==> src/rtl/fft_stage_ctrl_if.sv <==
// Bus between the FFT stage sequencer and the RAM / twiddle ROM / butterfly datapath.
// Optional FFT_BITREV_UNLOAD_EN adds the natural-order unload outputs out_valid/out_idx.
interface fft_stage_ctrl_if #(
  parameter int unsigned LOG2N = 5,
  parameter int unsigned DW    = 16
);
  logic                    start;
  logic                    busy;
  logic                    done;
  logic [LOG2N-1:0]        rd_addr_a;
  logic [LOG2N-1:0]        rd_addr_b;
  logic                    rd_en;
  logic [LOG2N-2:0]        tw_addr;
  logic signed [DW-1:0]    bf_xa_re;
  logic signed [DW-1:0]    bf_xa_im;
  logic signed [DW-1:0]    bf_xb_re;
  logic signed [DW-1:0]    bf_xb_im;
  logic                    wr_en;
  logic [LOG2N-1:0]        wr_addr_a;
  logic [LOG2N-1:0]        wr_addr_b;
  logic signed [DW-1:0]    wr_a_re;
  logic signed [DW-1:0]    wr_a_im;
  logic signed [DW-1:0]    wr_b_re;
  logic signed [DW-1:0]    wr_b_im;
`ifdef FFT_BITREV_UNLOAD_EN
  logic                    out_valid;
  logic [LOG2N-1:0]        out_idx;
`endif

  // Sequencer side
  modport master (
    input  start, bf_xa_re, bf_xa_im, bf_xb_re, bf_xb_im,
    output busy, done, rd_addr_a, rd_addr_b, rd_en, tw_addr,
    output wr_en, wr_addr_a, wr_addr_b, wr_a_re, wr_a_im, wr_b_re, wr_b_im
`ifdef FFT_BITREV_UNLOAD_EN
    , output out_valid, out_idx
`endif
  );

  // Top-level / datapath side
  modport slave (
    output start, bf_xa_re, bf_xa_im, bf_xb_re, bf_xb_im,
    input  busy, done, rd_addr_a, rd_addr_b, rd_en, tw_addr,
    input  wr_en, wr_addr_a, wr_addr_b, wr_a_re, wr_a_im, wr_b_re, wr_b_im
`ifdef FFT_BITREV_UNLOAD_EN
    , input out_valid, out_idx
`endif
  );
endinterface

==> src/rtl/fft_stage_ctrl.sv <==
// In-place radix-2 DIF FFT stage sequencer: one butterfly issued per RUN cycle, two DRAIN
// cycles between stages, writes trail reads by exactly two cycles.
// Optional macro FFT_BITREV_UNLOAD_EN: adds an UNLOAD pass reading bins in natural order.
module fft_stage_ctrl #(
  parameter int unsigned LOG2N = 5,
  parameter int unsigned DW    = 16
) (
  input logic                clk,
  input logic                rst,
  fft_stage_ctrl_if.master   bus_io
);

  localparam int unsigned SW = (LOG2N > 1) ? $clog2(LOG2N) : 1;
  localparam logic [SW-1:0]    LastStage = SW'(LOG2N - 1);
  localparam logic [LOG2N-2:0] LastK     = '1;
  localparam logic [LOG2N-1:0] SpanMax   = {1'b1, {(LOG2N-1){1'b0}}};

  localparam logic [2:0] StIdle   = 3'd0;
  localparam logic [2:0] StRun    = 3'd1;
  localparam logic [2:0] StDrain  = 3'd2;
  localparam logic [2:0] StDone   = 3'd3;
`ifdef FFT_BITREV_UNLOAD_EN
  localparam logic [2:0] StUnload = 3'd4;
  localparam logic [LOG2N-1:0] LastIdx = '1;

  function automatic logic [LOG2N-1:0] bitrev(input logic [LOG2N-1:0] v);
    for (int i = 0; i < LOG2N; i++) bitrev[i] = v[LOG2N-1-i];
  endfunction
`endif

  logic [2:0]       state_q, state_d;
  logic [SW-1:0]    stage_q, stage_d;
  logic [LOG2N-2:0] k_q, k_d;
  logic             drain_q, drain_d;
`ifdef FFT_BITREV_UNLOAD_EN
  logic [LOG2N-1:0] idx_q, idx_d;
  logic             ov_q;
  logic [LOG2N-1:0] oidx_q;
`endif

  logic [LOG2N-2:0] mask_k, j, hi;
  logic [LOG2N-1:0] span, base;
  logic [LOG2N-1:0] rd_a, rd_b;
  logic [LOG2N-2:0] tw;
  logic             rd;

  // Write-side pipeline: valid and addresses delayed two cycles, Xa delayed one.
  logic                 v1_q, v2_q;
  logic [LOG2N-1:0]     a1_q, b1_q, a2_q, b2_q;
  logic signed [DW-1:0] xa_re_q, xa_im_q;

  // Next-state logic for the stage / butterfly walk
  always_comb begin
    state_d = state_q;
    stage_d = stage_q;
    k_d     = k_q;
    drain_d = drain_q;
`ifdef FFT_BITREV_UNLOAD_EN
    idx_d   = idx_q;
`endif
    case (state_q)
      StIdle: begin
        if (bus_io.start) begin
          state_d = StRun;
          stage_d = '0;
          k_d     = '0;
        end
      end
      StRun: begin
        if (k_q == LastK) begin
          state_d = StDrain;
          drain_d = 1'b0;
        end else begin
          k_d = k_q + 1'b1;
        end
      end
      StDrain: begin
        if (drain_q) begin
          if (stage_q == LastStage) begin
`ifdef FFT_BITREV_UNLOAD_EN
            state_d = StUnload;
            idx_d   = '0;
`else
            state_d = StDone;
`endif
          end else begin
            state_d = StRun;
            stage_d = stage_q + 1'b1;
            k_d     = '0;
          end
        end else begin
          drain_d = 1'b1;
        end
      end
      StDone: begin
        state_d = StIdle;
        stage_d = '0;
        k_d     = '0;
      end
`ifdef FFT_BITREV_UNLOAD_EN
      StUnload: begin
        if (idx_q == LastIdx) state_d = StDone;
        else                  idx_d   = idx_q + 1'b1;
      end
`endif
      default: state_d = StIdle;
    endcase
  end

  // Read address generation: insert a 0 bit at the span position of k to get the A index
  always_comb begin
    mask_k = LastK >> stage_q;
    j      = k_q & mask_k;
    hi     = k_q & ~mask_k;
    span   = SpanMax >> stage_q;
    base   = {hi, 1'b0} | {1'b0, j};
    rd     = 1'b0;
    rd_a   = '0;
    rd_b   = '0;
    tw     = '0;
    if (state_q == StRun) begin
      rd   = 1'b1;
      rd_a = base;
      rd_b = base | span;
      tw   = j << stage_q;
    end
`ifdef FFT_BITREV_UNLOAD_EN
    if (state_q == StUnload) begin
      rd   = 1'b1;
      rd_a = bitrev(idx_q);
    end
`endif
  end

  // FSM and counter state
  always_ff @(posedge clk) begin
    if (rst) begin
      state_q <= StIdle;
      stage_q <= '0;
      k_q     <= '0;
      drain_q <= 1'b0;
`ifdef FFT_BITREV_UNLOAD_EN
      idx_q   <= '0;
`endif
    end else begin
      state_q <= state_d;
      stage_q <= stage_d;
      k_q     <= k_d;
      drain_q <= drain_d;
`ifdef FFT_BITREV_UNLOAD_EN
      idx_q   <= idx_d;
`endif
    end
  end

  // Write-back alignment pipeline; only RUN reads produce writes
  always_ff @(posedge clk) begin
    if (rst) begin
      v1_q    <= 1'b0;
      v2_q    <= 1'b0;
      a1_q    <= '0;
      b1_q    <= '0;
      a2_q    <= '0;
      b2_q    <= '0;
      xa_re_q <= '0;
      xa_im_q <= '0;
`ifdef FFT_BITREV_UNLOAD_EN
      ov_q    <= 1'b0;
      oidx_q  <= '0;
`endif
    end else begin
      v1_q    <= (state_q == StRun);
      v2_q    <= v1_q;
      a1_q    <= rd_a;
      b1_q    <= rd_b;
      a2_q    <= a1_q;
      b2_q    <= b1_q;
      xa_re_q <= bus_io.bf_xa_re;
      xa_im_q <= bus_io.bf_xa_im;
`ifdef FFT_BITREV_UNLOAD_EN
      ov_q    <= (state_q == StUnload);
      oidx_q  <= idx_q;
`endif
    end
  end

  // Outputs
  always_comb begin
    bus_io.busy      = (state_q == StRun) || (state_q == StDrain)
`ifdef FFT_BITREV_UNLOAD_EN
                       || (state_q == StUnload)
`endif
                       ;
    bus_io.done      = (state_q == StDone);
    bus_io.rd_en     = rd;
    bus_io.rd_addr_a = rd_a;
    bus_io.rd_addr_b = rd_b;
    bus_io.tw_addr   = tw;
    bus_io.wr_en     = v2_q;
    bus_io.wr_addr_a = a2_q;
    bus_io.wr_addr_b = b2_q;
    bus_io.wr_a_re   = xa_re_q;
    bus_io.wr_a_im   = xa_im_q;
    // Xb is passed through but held at zero when no write is pending
    bus_io.wr_b_re   = v2_q ? bus_io.bf_xb_re : '0;
    bus_io.wr_b_im   = v2_q ? bus_io.bf_xb_im : '0;
`ifdef FFT_BITREV_UNLOAD_EN
    bus_io.out_valid = ov_q;
    bus_io.out_idx   = oidx_q;
`endif
  end

endmodule

==> src/flat_wrapper.sv <==
// flat-port wrapper written by rule: the top's interface ports become plain ports
module fft_stage_ctrl_flat 
#(
  parameter int unsigned LOG2N = 5,
  parameter int unsigned DW    = 16
)
  (clk, rst, bus_io_start, bus_io_bf_xa_re, bus_io_bf_xa_im, bus_io_bf_xb_re, bus_io_bf_xb_im, bus_io_busy, bus_io_done, bus_io_rd_addr_a, bus_io_rd_addr_b, bus_io_rd_en, bus_io_tw_addr, bus_io_wr_en, bus_io_wr_addr_a, bus_io_wr_addr_b, bus_io_wr_a_re, bus_io_wr_a_im, bus_io_wr_b_re, bus_io_wr_b_im);
  fft_stage_ctrl_if #(.LOG2N(LOG2N), .DW(DW)) bus_io_i ();
  input logic clk;
  input logic rst;
  input wire logic [$bits(bus_io_i.start)-1:0] bus_io_start;
  input wire logic [$bits(bus_io_i.bf_xa_re)-1:0] bus_io_bf_xa_re;
  input wire logic [$bits(bus_io_i.bf_xa_im)-1:0] bus_io_bf_xa_im;
  input wire logic [$bits(bus_io_i.bf_xb_re)-1:0] bus_io_bf_xb_re;
  input wire logic [$bits(bus_io_i.bf_xb_im)-1:0] bus_io_bf_xb_im;
  output wire logic [$bits(bus_io_i.busy)-1:0] bus_io_busy;
  output wire logic [$bits(bus_io_i.done)-1:0] bus_io_done;
  output wire logic [$bits(bus_io_i.rd_addr_a)-1:0] bus_io_rd_addr_a;
  output wire logic [$bits(bus_io_i.rd_addr_b)-1:0] bus_io_rd_addr_b;
  output wire logic [$bits(bus_io_i.rd_en)-1:0] bus_io_rd_en;
  output wire logic [$bits(bus_io_i.tw_addr)-1:0] bus_io_tw_addr;
  output wire logic [$bits(bus_io_i.wr_en)-1:0] bus_io_wr_en;
  output wire logic [$bits(bus_io_i.wr_addr_a)-1:0] bus_io_wr_addr_a;
  output wire logic [$bits(bus_io_i.wr_addr_b)-1:0] bus_io_wr_addr_b;
  output wire logic [$bits(bus_io_i.wr_a_re)-1:0] bus_io_wr_a_re;
  output wire logic [$bits(bus_io_i.wr_a_im)-1:0] bus_io_wr_a_im;
  output wire logic [$bits(bus_io_i.wr_b_re)-1:0] bus_io_wr_b_re;
  output wire logic [$bits(bus_io_i.wr_b_im)-1:0] bus_io_wr_b_im;
  assign bus_io_i.start = bus_io_start;
  assign bus_io_i.bf_xa_re = bus_io_bf_xa_re;
  assign bus_io_i.bf_xa_im = bus_io_bf_xa_im;
  assign bus_io_i.bf_xb_re = bus_io_bf_xb_re;
  assign bus_io_i.bf_xb_im = bus_io_bf_xb_im;
  assign bus_io_busy = bus_io_i.busy;
  assign bus_io_done = bus_io_i.done;
  assign bus_io_rd_addr_a = bus_io_i.rd_addr_a;
  assign bus_io_rd_addr_b = bus_io_i.rd_addr_b;
  assign bus_io_rd_en = bus_io_i.rd_en;
  assign bus_io_tw_addr = bus_io_i.tw_addr;
  assign bus_io_wr_en = bus_io_i.wr_en;
  assign bus_io_wr_addr_a = bus_io_i.wr_addr_a;
  assign bus_io_wr_addr_b = bus_io_i.wr_addr_b;
  assign bus_io_wr_a_re = bus_io_i.wr_a_re;
  assign bus_io_wr_a_im = bus_io_i.wr_a_im;
  assign bus_io_wr_b_re = bus_io_i.wr_b_re;
  assign bus_io_wr_b_im = bus_io_i.wr_b_im;
  fft_stage_ctrl #(.LOG2N(LOG2N), .DW(DW)) u_core (.clk(clk), .rst(rst), .bus_io(bus_io_i));
endmodule
==> config.mk <==
export PLATFORM = sky130hd
export DESIGN_NAME = fft_stage_ctrl_flat
export DESIGN_NICKNAME = d
export VERILOG_FILES = /design/src/rtl/fft_stage_ctrl_if.sv /design/src/rtl/fft_stage_ctrl.sv /design/src/flat_wrapper.sv
export SDC_FILE = /design/constraint.sdc
export NUM_CORES = 1
export LEC_CHECK = 0
export BUFFER_PORTS_ARGS = -buffer_cell sky130_fd_sc_hd__buf_2
export CAP_MARGIN = 20
export CORE_MARGIN = 3
export CORE_UTILIZATION = 43
export DETAILED_ROUTE_END_ITERATION = 7
export HOLD_SLACK_MARGIN = 0.03
export PLACE_DENSITY = 0.8
export SLEW_MARGIN = 20
export SYNTH_ARGS = -nofsm -noshare
export SYNTH_HDL_FRONTEND = slang
export SYNTH_SLANG_ARGS = --single-unit
==> constraint.sdc <==
create_clock -name clk -period 1.92 [get_ports clk]
set_input_delay 0.288 -clock clk [delete_from_list [all_inputs] [get_ports clk]]
set_output_delay 0.288 -clock clk [all_outputs]
set_load 0.05 [all_outputs]
# Yosys cells after proc, flatten, opt, wreduce, memory -nomap -nowiden
# Index checks and enable logic that the tools add are counted.
# classes
add_sub_neg	2
eq_ne	10
bitwise	5
n_reduce_logical	9
mux	22
shift	3
# ops
cell	count
$mux 16	2
$mux 4	5
$mux 3	6
$pmux 3 s3	2
$pmux 4 s4	1
$mux 5	2
$and 4x4->4	2
$eq 3x2->1 const B	2
$ne 2x2->1 const B	3
$or 5x4->5	1
$or 5x5->5	1
$reduce_and 5->1	1
$shr 5x3->5 const A	1
$add 4x1->4 const B	1
$eq 4x4->1 const B	1
$ne 2x1->1 const B	2
$not 4->4	1
$reduce_and 4->1	1
$reduce_bool 4->1	1
$shl 4x3->4	1
$shr 4x3->4 const A	1
$add 3x1->3 const B	1
$eq 3x1->1 const B	1
$eq 3x3->1 const B	1
other kinds (9)	10
# word_totals
word_cells	63
input_bits	67
output_inout_bits	92
ff_bits	65

# Logic depth before layout (Yosys ltp)
# Gate-level depths: netlist of the first run.
# depth
word_depth	6
mapped_depth	7
depth_no_buf	7

# Worst setup path after synthesis of the first run
# OpenSTA, ideal clock, no wires.
# synth_timing
path_type	reg2out
startpoint	register u_core.state_q[0]
endpoint	output port bus_io_tw_addr[2]
required_ns	1.632
n_path_buf	1
arrival_time_ns	2.441
stages_incl_launch_ff	5
slack_ns	-0.809
cell_sequence	dfxtp_1 ha_1 buf_2 nand2_1 a211oi_1
# synth_via
elab_chain_len	2
# synth_rtl
element	line_no	source
from (decl)	fft_stage_ctrl.sv:31	logic [2:0] state_q, state_d;
from (signal assigned)	fft_stage_ctrl.sv:138	state_q <= StIdle;
from (signal assigned)	fft_stage_ctrl.sv:146	state_q <= state_d;
$eq 3x1->1	fft_stage_ctrl.sv:121	if (state_q == StRun) begin
$mux 4	fft_stage_ctrl.sv:121	
to (decl)	flat_wrapper.sv:21	output wire logic [$bits(bus_io_i.tw_addr)-1:0] bus_io_tw_addr;
# No other way between the ends.

# Final worst setup path of the first run
# layout_timing
startpoint	register u_core.stage_q[1]
endpoint	output port bus_io_rd_addr_b[3]
# layout_via
elab_chain_len	6
word_cells_on_any_way	8
cone_classes	shift (2); mux (1); bitwise (5)
# layout_rtl
element	line_no	source
from (decl)	fft_stage_ctrl.sv:32	logic [SW-1:0] stage_q, stage_d;
from (signal assigned)	fft_stage_ctrl.sv:147	stage_q <= stage_d;
$shr 4x3->4	fft_stage_ctrl.sv:112	mask_k = LastK >> stage_q;
$not 4->4	fft_stage_ctrl.sv:114	hi = k_q & ~mask_k;
$and 4x4->4	fft_stage_ctrl.sv:114	
$or 5x4->5	fft_stage_ctrl.sv:116	base = {hi, 1'b0} | {1'b0, j};
$or 5x5->5 *	fft_stage_ctrl.sv:124	rd_b = base | span;
$mux 5 *	fft_stage_ctrl.sv:121	
to (decl)	flat_wrapper.sv:19	output wire logic [$bits(bus_io_i.rd_addr_b)-1:0] bus_io_rd_addr_b;
# Every way passes the cells marked *; elsewhere a longest branch is shown, timed or not.

==> results.toml, run 1 <==
[hold_path]
hp-class = "input pin to register"
whs_path_depth = 2
min_to = "u_core.bus_io.wr_a_im[12]"
min-delay-start = "bus_io_bf_xa_im[12]"

[clock_tree]
root_buffer = "clkbuf_8"
h-tree-depth = 3
clk_latency_ns = 0.34
cts_tree = "built"
cts.clk_slew.worst_paths_ns = 0.07
cts_buffers = 9
ctsLongestPathBuffers = 2
clock-sinks = 64

[logic_synthesis]
syn_avg_cell_area_um2 = 9.78
syn_nets = 347
yosys.area.top_type = "dfxtp_1"
yosysMostFrequentCell = "dfxtp_1"
synthCells = 267
async_flop_share = 0
ys_seq_area_frac = 0.491
synthDistinctLibCells = 39
synth_top_area_share = 0.491
ys_top_cells_by_area = "dfxtp_1 49%, nor2b_1 11%, and2_1 9.6%"
ys_warn_count = 0
synth.cell_area_mm2 = 0.00261
synth_edf_count = 0
ys_top_cells_by_count = "64 x dfxtp_1, 48 x nor2b_1, 40 x and2_1, 17 x nand2_1, 13 x ha_1"
synth-seq-cells = 64
synth_top_flop_cell = "dfxtp_1"

[outcome]
violations = "setup timing"
status = "complete, but fails checks"

[placement]
pre_cts_slack_ns = 0.0202
dp_hpwl_um = 5310
io_buffer_count = 158
gp_congestion = 0.889
dp.cells = 493

[worst_setup_path]
r2r_end = "u_core.stage_q[0]"
end_kind = "primary output"
required_ns = 1.63
critical_path_arrival_ns = 1.72
path_cells = "inv_2 > buf_4 > ha_1 > a21oi_1 > o21ai_1 > and2_1 > buf_6"
regToRegSetupSlack_ns = 0.03
timing_worst_setup_path_type = "register to primary output"
r2r_start = "u_core.stage_q[0]"
cpPeakStageDelay_ns = 0.37
worst_r2r_path_depth = 9
path_max_fanout = 5
crit_slowest_cell = "dfxtp_4"
worst_setup_path_start_kind = "register"

[final_layout]
multi_input_comb_area_mm2 = 0.00142
nFillCells = 402
regArea_mm2 = 0.00129
diodes = 0
syn2layout_area_growth_pct = 55.9
layout.nets = 520
drive_gt1_frac = 0.544
instances_no_fill = 517

[die]
fp.dieW_um = 83.9
io_pins = 159
die_h_um = 83.9
dieArea_mm2 = 0.00704
std_cell_rows = 27
core-area_mm2 = 0.00568
initial_core_util = 0.460

[global_route]
grt_pass1_vias = 2342
grt_max_degree = 39
track_usage = 0.208
antenna_found_initial = 0
overflow = 0
grt_pass1_wl_um = 11800

[timing]
tightestPinTransition_ns = 0.375
setup_viol = 5
finClkSkew_ns = 0.00497
slew_viol_final = 0
min_period_ns = 2.01
rsz0062_at_grt = "yes"
slew_headroom = 0.750
fmax_mhz = 497
fin_ws_ns = -0.0903
hold_viol = 0
period_share = 1.05

[route]
wl_per_cell_um = 15.0
drt-initial-drc-count = 67
via_per_inst = 4.72
ant_nets = 0
drc_errors = 0
drtPass1Iterations = 4
wirelength_um = 7770
vias = 2440

[power]
pwr_density_cell_mw_per_mm2 = 1060
peakVddDrop_mv = 0.901
leakage_uw = 0.00202
power_uw = 4310

[job]
drv_cap = 0
## layout by cell type, fill, tap and decap left out, types with 4 or more instances in the layout
master,n
inv_2,6
ha_4,5
buf_4,21
nor2_1,6
dfxtp_1,58
dfxtp_2,5
nor2b_1,45
clkbuf_8,9
buf_6,8
a21oi_1,5
nand2_1,12
ha_1,8
o31ai_1,4
and2_1,39
buf_2,145
nand4_1,4
## state kept, by name, summed over array words and instances (netlist names)
signal and cells:
u_core.bus_io.wr_a_im 16, u_core.bus_io.wr_a_re 16, u_core.a1_q 5, u_core.b1_q 5, u_core.bus_io.wr_addr_a 5, u_core.bus_io.wr_addr_b 5, u_core.k_q 4, u_core.stage_q 3
u_core.state_q 2, u_core.bus_io.wr_en 1, u_core.drain_q 1, u_core.v1_q 1
## final cells by class
| class | instances | area share |
|---|---|---|
| multi-input combinational | 178 | 0.348 |
| sequential | 64 | 0.317 |
| timing repair buffer | 177 | 0.246 |
| clock buffer | 9 | 0.0304 |
| clock inverter | 7 | 0.0252 |
| tap | 72 | 0.0221 |
| inverter | 10 | 0.0104 |
## cell families after synthesis
kind of cell,count (synthesis),share of synthesized area
adders and majority gates,13,0.0623
and+or+nand+nor,130,0.296
DFF,64,0.491
buffers and inverters,25,0.0422
AOI/OAI and AO/OA,35,0.109
## per-layer routing
layer	routed length [um]	track usage	vias to the layer above	share of wire
li1	-	-	1218	-
met3	545	0.0543	17	0.070
met4	189	0.0877	0	0.024
met5	0	0	-	0
met2	4080	0.380	123	0.53
met1	2950	0.226	1082	0.38
## power by group
group / switching [uW] / internal [uW] / total, uW
clock network: 550 / 743 / 1290
registers: 75.1 / 1420 / 1490
logic: 1040 / 487 / 1530
## critical path, delay by kind of cell, from the launching register on
family	cells	cell delay, ns
compound gates	2	0.30
fa+ha+maj	1	0.19
buf+inv	3	0.35
flops	1	0.37
simple gates	1	0.16
## per-stage QoR
| step | hold WS (ns) | setup TNS (ns) | utilization | area [um^2] |
|---|---|---|---|---|
| final | 0.153 | -0.309 | 0.717 | 4070 |
| after global routing | 0.149 | -0.684 | 0.717 | 4070 |
| after CTS | 0.139 | -0.0633 | 0.700 | 3970 |
| after detailed placement | 0.423 | 0 | 0.626 | 3550 |
| after global placement | 0.418 | 0 | 0.626 | 3550 |
| after floorplan | 0.414 | -0.0640 | - | 2660 |
## how the worst max path moves through the flow
stage,slack (ns),depth (start not counted),to,startpoint
2_1_floorplan,-0.04,6,bus_io_rd_addr_a[2],u_core.stage_q[1]
3_3_place_gp,0.06,8,bus_io_tw_addr[2],u_core.stage_q[1]
3_5_place_dp,0.02,8,bus_io_tw_addr[2],u_core.stage_q[1]
4_1_cts,-0.03,8,bus_io_tw_addr[2],u_core.stage_q[1]
5_1_grt,-0.16,7,bus_io_rd_addr_b[3],u_core.stage_q[1]
6_report,-0.09,7,bus_io_rd_addr_b[3],u_core.stage_q[1]
## what timing repair did
| action | in CTS | in global routing |
|---|---|---|
| pin swaps | 11 | 7 |
| gates resized for setup | 46 | 28 |
| endpoints found under the setup margin | 13 | 12 |
| setup buffers | 6 | 2 |
| hold buffers | 0 | 0 |
Note: power is estimated with default switching activity, not from simulation.
==> run 2, diff against run 1 <==
- ABC_AREA: unset -> 1
- CORE_UTILIZATION: 43 -> 46
- PLACE_DENSITY: 0.8 -> 0.85
- clock period: 1.92 -> 2.5 ns (I/O delays scaled with it)
==> results.toml, run 2 <==
[logic_synthesis]
synth.cell_area_mm2 = 0.00263
async_flop_share = 0
synth_top_flop_cell = "dfxtp_1"
synthDistinctLibCells = 18
synth_edf_count = 0
syn_avg_cell_area_um2 = 7.06
ys_top_cells_by_count = "100 x inv_1, 73 x nand2_1, 72 x nor2_1, 64 x dfxtp_1, 13 x ha_1"
ys_warn_count = 0
ys_top_cells_by_area = "dfxtp_1 49%, inv_1 14%, nand2_1 10%"
synth-seq-cells = 64
synth_top_area_share = 0.488
syn_nets = 452
ys_seq_area_frac = 0.488
yosys.area.top_type = "dfxtp_1"
synthCells = 372
yosysMostFrequentCell = "inv_1"

[clock_tree]
root_buffer = "clkbuf_8"
cts_hold_buffers = 0
h-tree-depth = 3
ctsLongestPathBuffers = 2
cts.clk_slew.worst_paths_ns = 0.08
cts_tree = "built"
post_cts_buffers = 0
cts_buffers = 9
clock-sinks = 64
clk_latency_ns = 0.34

[global_route]
track_usage = 0.213
antenna_found_initial = 0
grt_pass1_vias = 2399
grt_pass1_wl_um = 10700
grt_max_degree = 34
overflow = 0

[outcome]
status = "finished clean"

[timing]
tightestPinTransition_ns = 0.301
slew_viol_final = 0
fmax_mhz = 425
setup_viol = 0
fin_ws_ns = 0.148
rsz0062_at_grt = "no"
hold_viol = 0
period_share = 0.941
slew_headroom = 0.799
min_period_ns = 2.35
finClkSkew_ns = 0.00820
whs_ns = 0.228
setup_tns_ns = 0

[worst_setup_path]
required_ns = 2.12
critical_path_arrival_ns = 1.98
r2r_start = "u_core.state_q[0]"
path_max_fanout = 8
regToRegSetupSlack_ns = 0.79
worst_r2r_path_depth = 8
worst_setup_path_start_kind = "register"
end_kind = "primary output"
timing_worst_setup_path_type = "register to primary output"
r2r_end = "u_core.stage_q[2]"

[final_layout]
layout.nets = 615
diodes = 0
nFillCells = 439
postLayoutCellArea_mm2 = 0.00371
utilization = 0.699
mostFrequentLayoutCells = "158 x buf_2, 100 x inv_1, 73 x nand2_1"
layout_commonest_cell = "buf_2"
drive_gt1_frac = 0.350
syn2layout_area_growth_pct = 41.2

[route]
drtPass1Iterations = 4
maxUsedRoutingLayer = "met4"
drt-initial-drc-count = 112
wirelength_um = 7140
vias = 2638
wirelength_met1_um = 2390
via_per_inst = 4.32
ant_nets = 0
wl_met3_um = 639
wl_met2_um = 3850
drc_errors = 0
wl_per_cell_um = 11.7

[die]
die_h_um = 81.5
initial_core_util = 0.495
dieArea_mm2 = 0.00665
core-area_mm2 = 0.00530
std_cell_rows = 26
fp.dieW_um = 81.5
io_pins = 159

[placement]
dp_hpwl_um = 5730
pre_cts_slack_ns = 0.316
io_buffer_count = 158
gp_congestion = 0.891
place_area_mm2 = 0.00350

[hold_path]
whs_path_depth = 3
min-delay-start = "bus_io_bf_xa_im[3]"
hp-class = "input pin to register"
min_to = "u_core.bus_io.wr_a_im[3]"

[power]
peakVddDrop_mv = 0.729
leakage_uw = 0.00238
pwr_density_cell_mw_per_mm2 = 968

[job]
drv_cap = 0
[run 2: routing by layer]
layer  track usage  vias to the layer above
met1         0.191                     1145
met3        0.0614                       18
met5             0                        -
met4         0.118                        0
li1              -                     1380
met2         0.419                       95
[run 2: area by class of cell]
| class | instances | area (um^2) | share of cell area |
|---|---|---|---|
| clock buffer | 9 | 124 | 0.0334 |
| tap | 70 | 87.6 | 0.0236 |
| sequential | 64 | 1280 | 0.346 |
| timing repair buffer | 161 | 813 | 0.219 |
| inverter | 101 | 379 | 0.102 |
| clock inverter | 7 | 80.1 | 0.0216 |
| multi-input combinational | 198 | 938 | 0.253 |
[run 2: where the power goes]
| part | internal (uW) | total, uW | switching, uW | leakage (uW) |
|---|---|---|---|---|
| combinational | 379 | 1420 | 1040 | 0.00176 |
| clock | 468 | 891 | 423 | 0.0000960 |
| sequential | 1150 | 1270 | 126 | 0.000527 |
| total | 1990 | 3590 | 1590 | 0.00238 |
[run 2: timing repair]
item / in CTS / in global routing
endpoints found under the setup margin: 1 / 7
gates resized for setup: 1 / 3
endpoints found under the hold margin: 0 / 0
[run 2: worst max-delay path by stage]
stage	start	endpoint	cells after the start
after CTS	u_core.stage_q[1]	bus_io_rd_addr_b[1]	8
after detailed placement	u_core.stage_q[1]	bus_io_rd_addr_b[1]	8
final	u_core.state_q[0]	bus_io_tw_addr[1]	6
after floorplan	u_core.state_q[0]	bus_io_tw_addr[0]	3
after global placement	u_core.stage_q[1]	bus_io_rd_addr_b[1]	8
after global routing	u_core.state_q[0]	bus_io_tw_addr[1]	6
[run 2: through the flow]
step	cells	total power [uW]
floorplan	372	2370
global placement	594	2660
detailed placement	594	2710
CTS	610	3600
global route	610	3830
finish	610	3590
[run 2: cells by family after synthesis]
group,share of synthesized area
flip-flops,0.488
adder cells (fa/ha/maj),0.0620
AND/OR/NAND/NOR,0.245
AO/OA/AOI/OAI,0.0434
buffers and inverters,0.161
[run 2: critical path: stages, from the launching register on]
cell and delay, ns:
dfxtp_1 0.47, ha_2 0.33, inv_2 0.11, nor2_1 0.18
inv_1 0.12, nor3_2 0.15, buf_2 0.28
==> run 3, diff against run 2 <==
==> constraint.sdc (replaced) <==
create_clock -name clk -period 2.5 [get_ports clk]
set_input_delay 0.25 -clock clk [delete_from_list [all_inputs] [get_ports clk]]
set_output_delay 0.25 -clock clk [all_outputs]
set_load 0.05 [all_outputs]
==> results.toml, run 3 (synthesis gave the netlist of run 2 again) <==
[outcome]
status = "finished clean"

[worst_setup_path]
path_max_fanout = 9
path_cells = "ha_1 > inv_1 > ha_1 > nand2_1 > o21ai_0 > o21ai_1 > inv_1 > buf_2"
end_kind = "primary output"
critical_path_arrival_ns = 2.10
cpPeakStageDelay_ns = 0.51
worst_setup_path_start_kind = "register"
required_ns = 2.25
crit_slowest_cell = "dfxtp_1"
timing_worst_setup_path_type = "register to primary output"

[final_layout]
drive_gt1_frac = 0.341
nFillCells = 468
mostFrequentLayoutCells = "158 x buf_2, 100 x inv_1, 73 x nand2_1"
multi_input_comb_area_um2 = 932
syn2layout_area_growth_pct = 39.7
layout.nets = 614
diodes = 0
regArea_mm2 = 0.00128
postLayoutCellArea_mm2 = 0.00367
layout_commonest_cell = "buf_2"

[global_route]
antenna_found_initial = 0
grt_max_degree = 43
overflow = 0
track_usage = 0.212
grt_pass1_wl_um = 10600
grt_pass1_vias = 2347

[route]
wl_per_cell_um = 11.8
via_per_inst = 4.40
drc_errors = 0
drtPass1Iterations = 5
wirelength_um = 7180
drt-initial-drc-count = 178
ant_nets = 0
vias = 2681

[clock_tree]
h-tree-depth = 3
ctsLongestPathBuffers = 2
cts_tree = "built"
cts.clk_slew.worst_paths_ns = 0.08
clock-sinks = 64
clk_latency_ns = 0.34
cts_buffers = 9
post_cts_buffers = 0
root_buffer = "clkbuf_8"

[die]
core-area_mm2 = 0.00530
std_cell_rows = 26
initial_core_util = 0.495
dieArea_mm2 = 0.00665
io_pins = 159
die_h_um = 81.5
fp.dieW_um = 81.5

[placement]
io_buffer_count = 158
place_area_mm2 = 0.00349
gp_congestion = 0.886
dp_hpwl_um = 5730

[timing]
slew_headroom = 0.501
whs_ns = 0.106
setup_tns_ns = 0
min_period_ns = 2.35
tightestPinTransition_ns = 0.748
period_share = 0.942
hold_viol = 0
fmax_mhz = 425
finClkSkew_ns = 0.00621
rsz0062_at_grt = "no"
setup_viol = 0
slew_viol_final = 0

[power]
pwr_density_cell_mw_per_mm2 = 948
leakage_uw = 0.00237
peakVddDrop_mv = 0.818

[hold_path]
hp-class = "input pin to register"

[job]
drv_cap = 0
-- run 3: cell count changes in the layout (fill, tap and decap cells not counted), moves of 2 or more --
cell	change
clkinv_4	-3
dfxtp_1	+2
clkinvlp_4	+2
dfxtp_2	-2
-- run 3: critical path, delay by kind of cell, from the launching register on --
family | cells | cell delay [ns]
compound gates | 2 | 0.36
fa+ha+maj | 2 | 0.45
buf+inv | 3 | 0.33
flops | 1 | 0.51
simple gates | 1 | 0.11
-- run 3: final cells by class --
type	count	share of cell area
Inverter	101	0.103
Multi-Input combinational cell	198	0.254
Tap cell	70	0.0239
Clock inverter	6	0.0119
Clock buffer	10	0.0375
Timing Repair Buffer	160	0.220
Sequential cell	64	0.349
-- run 3: repair_timing --
| action | 4_1_cts | 5_1_grt |
|---|---|---|
| endpoints found under the setup margin | 0 | 1 |
| gates resized for setup | 0 | 1 |
| hold buffers | 0 | 0 |
-- run 3: final timing paths --
path,to,slack (ns),startpoint,cells past startpoint
worst min register to register,u_core.bus_io.wr_addr_b[4],0.40,u_core.b1_q[4],2
worst max register to register,u_core.stage_q[2],0.73,u_core.stage_q[0],8
worst max-delay path,bus_io_rd_addr_b[1],0.15,u_core.stage_q[1],8
worst min-delay path,u_core.bus_io.wr_a_im[6],0.11,bus_io_bf_xa_im[6],3
-- run 3: power breakdown --
| part | internal, uW | switching (uW) |
|---|---|---|
| clock | 387 | 406 |
| sequential | 1140 | 123 |
| combinational | 376 | 1040 |
-- run 3: routing by layer --
metal | vias to the layer above | global-route usage | part of all wire
met1 | 1179 | 0.192 | 0.33
li1 | 1383 | - | -
met5 | - | 0 | 0
met4 | 0 | 0.0608 | 0.010
met2 | 110 | 0.432 | 0.56
met3 | 9 | 0.0735 | 0.097
-- run 3: metrics by stage --
stage	cells	setup slack, ns	utilization	power [uW]
final	609	0.146	0.692	3470
after global placement	593	0.467	0.657	2650
after CTS	609	0.0314	0.692	3490
after global routing	609	0.0144	0.692	3720
after floorplan	372	0.00898	-	2360
after detailed placement	593	0.431	0.657	2700
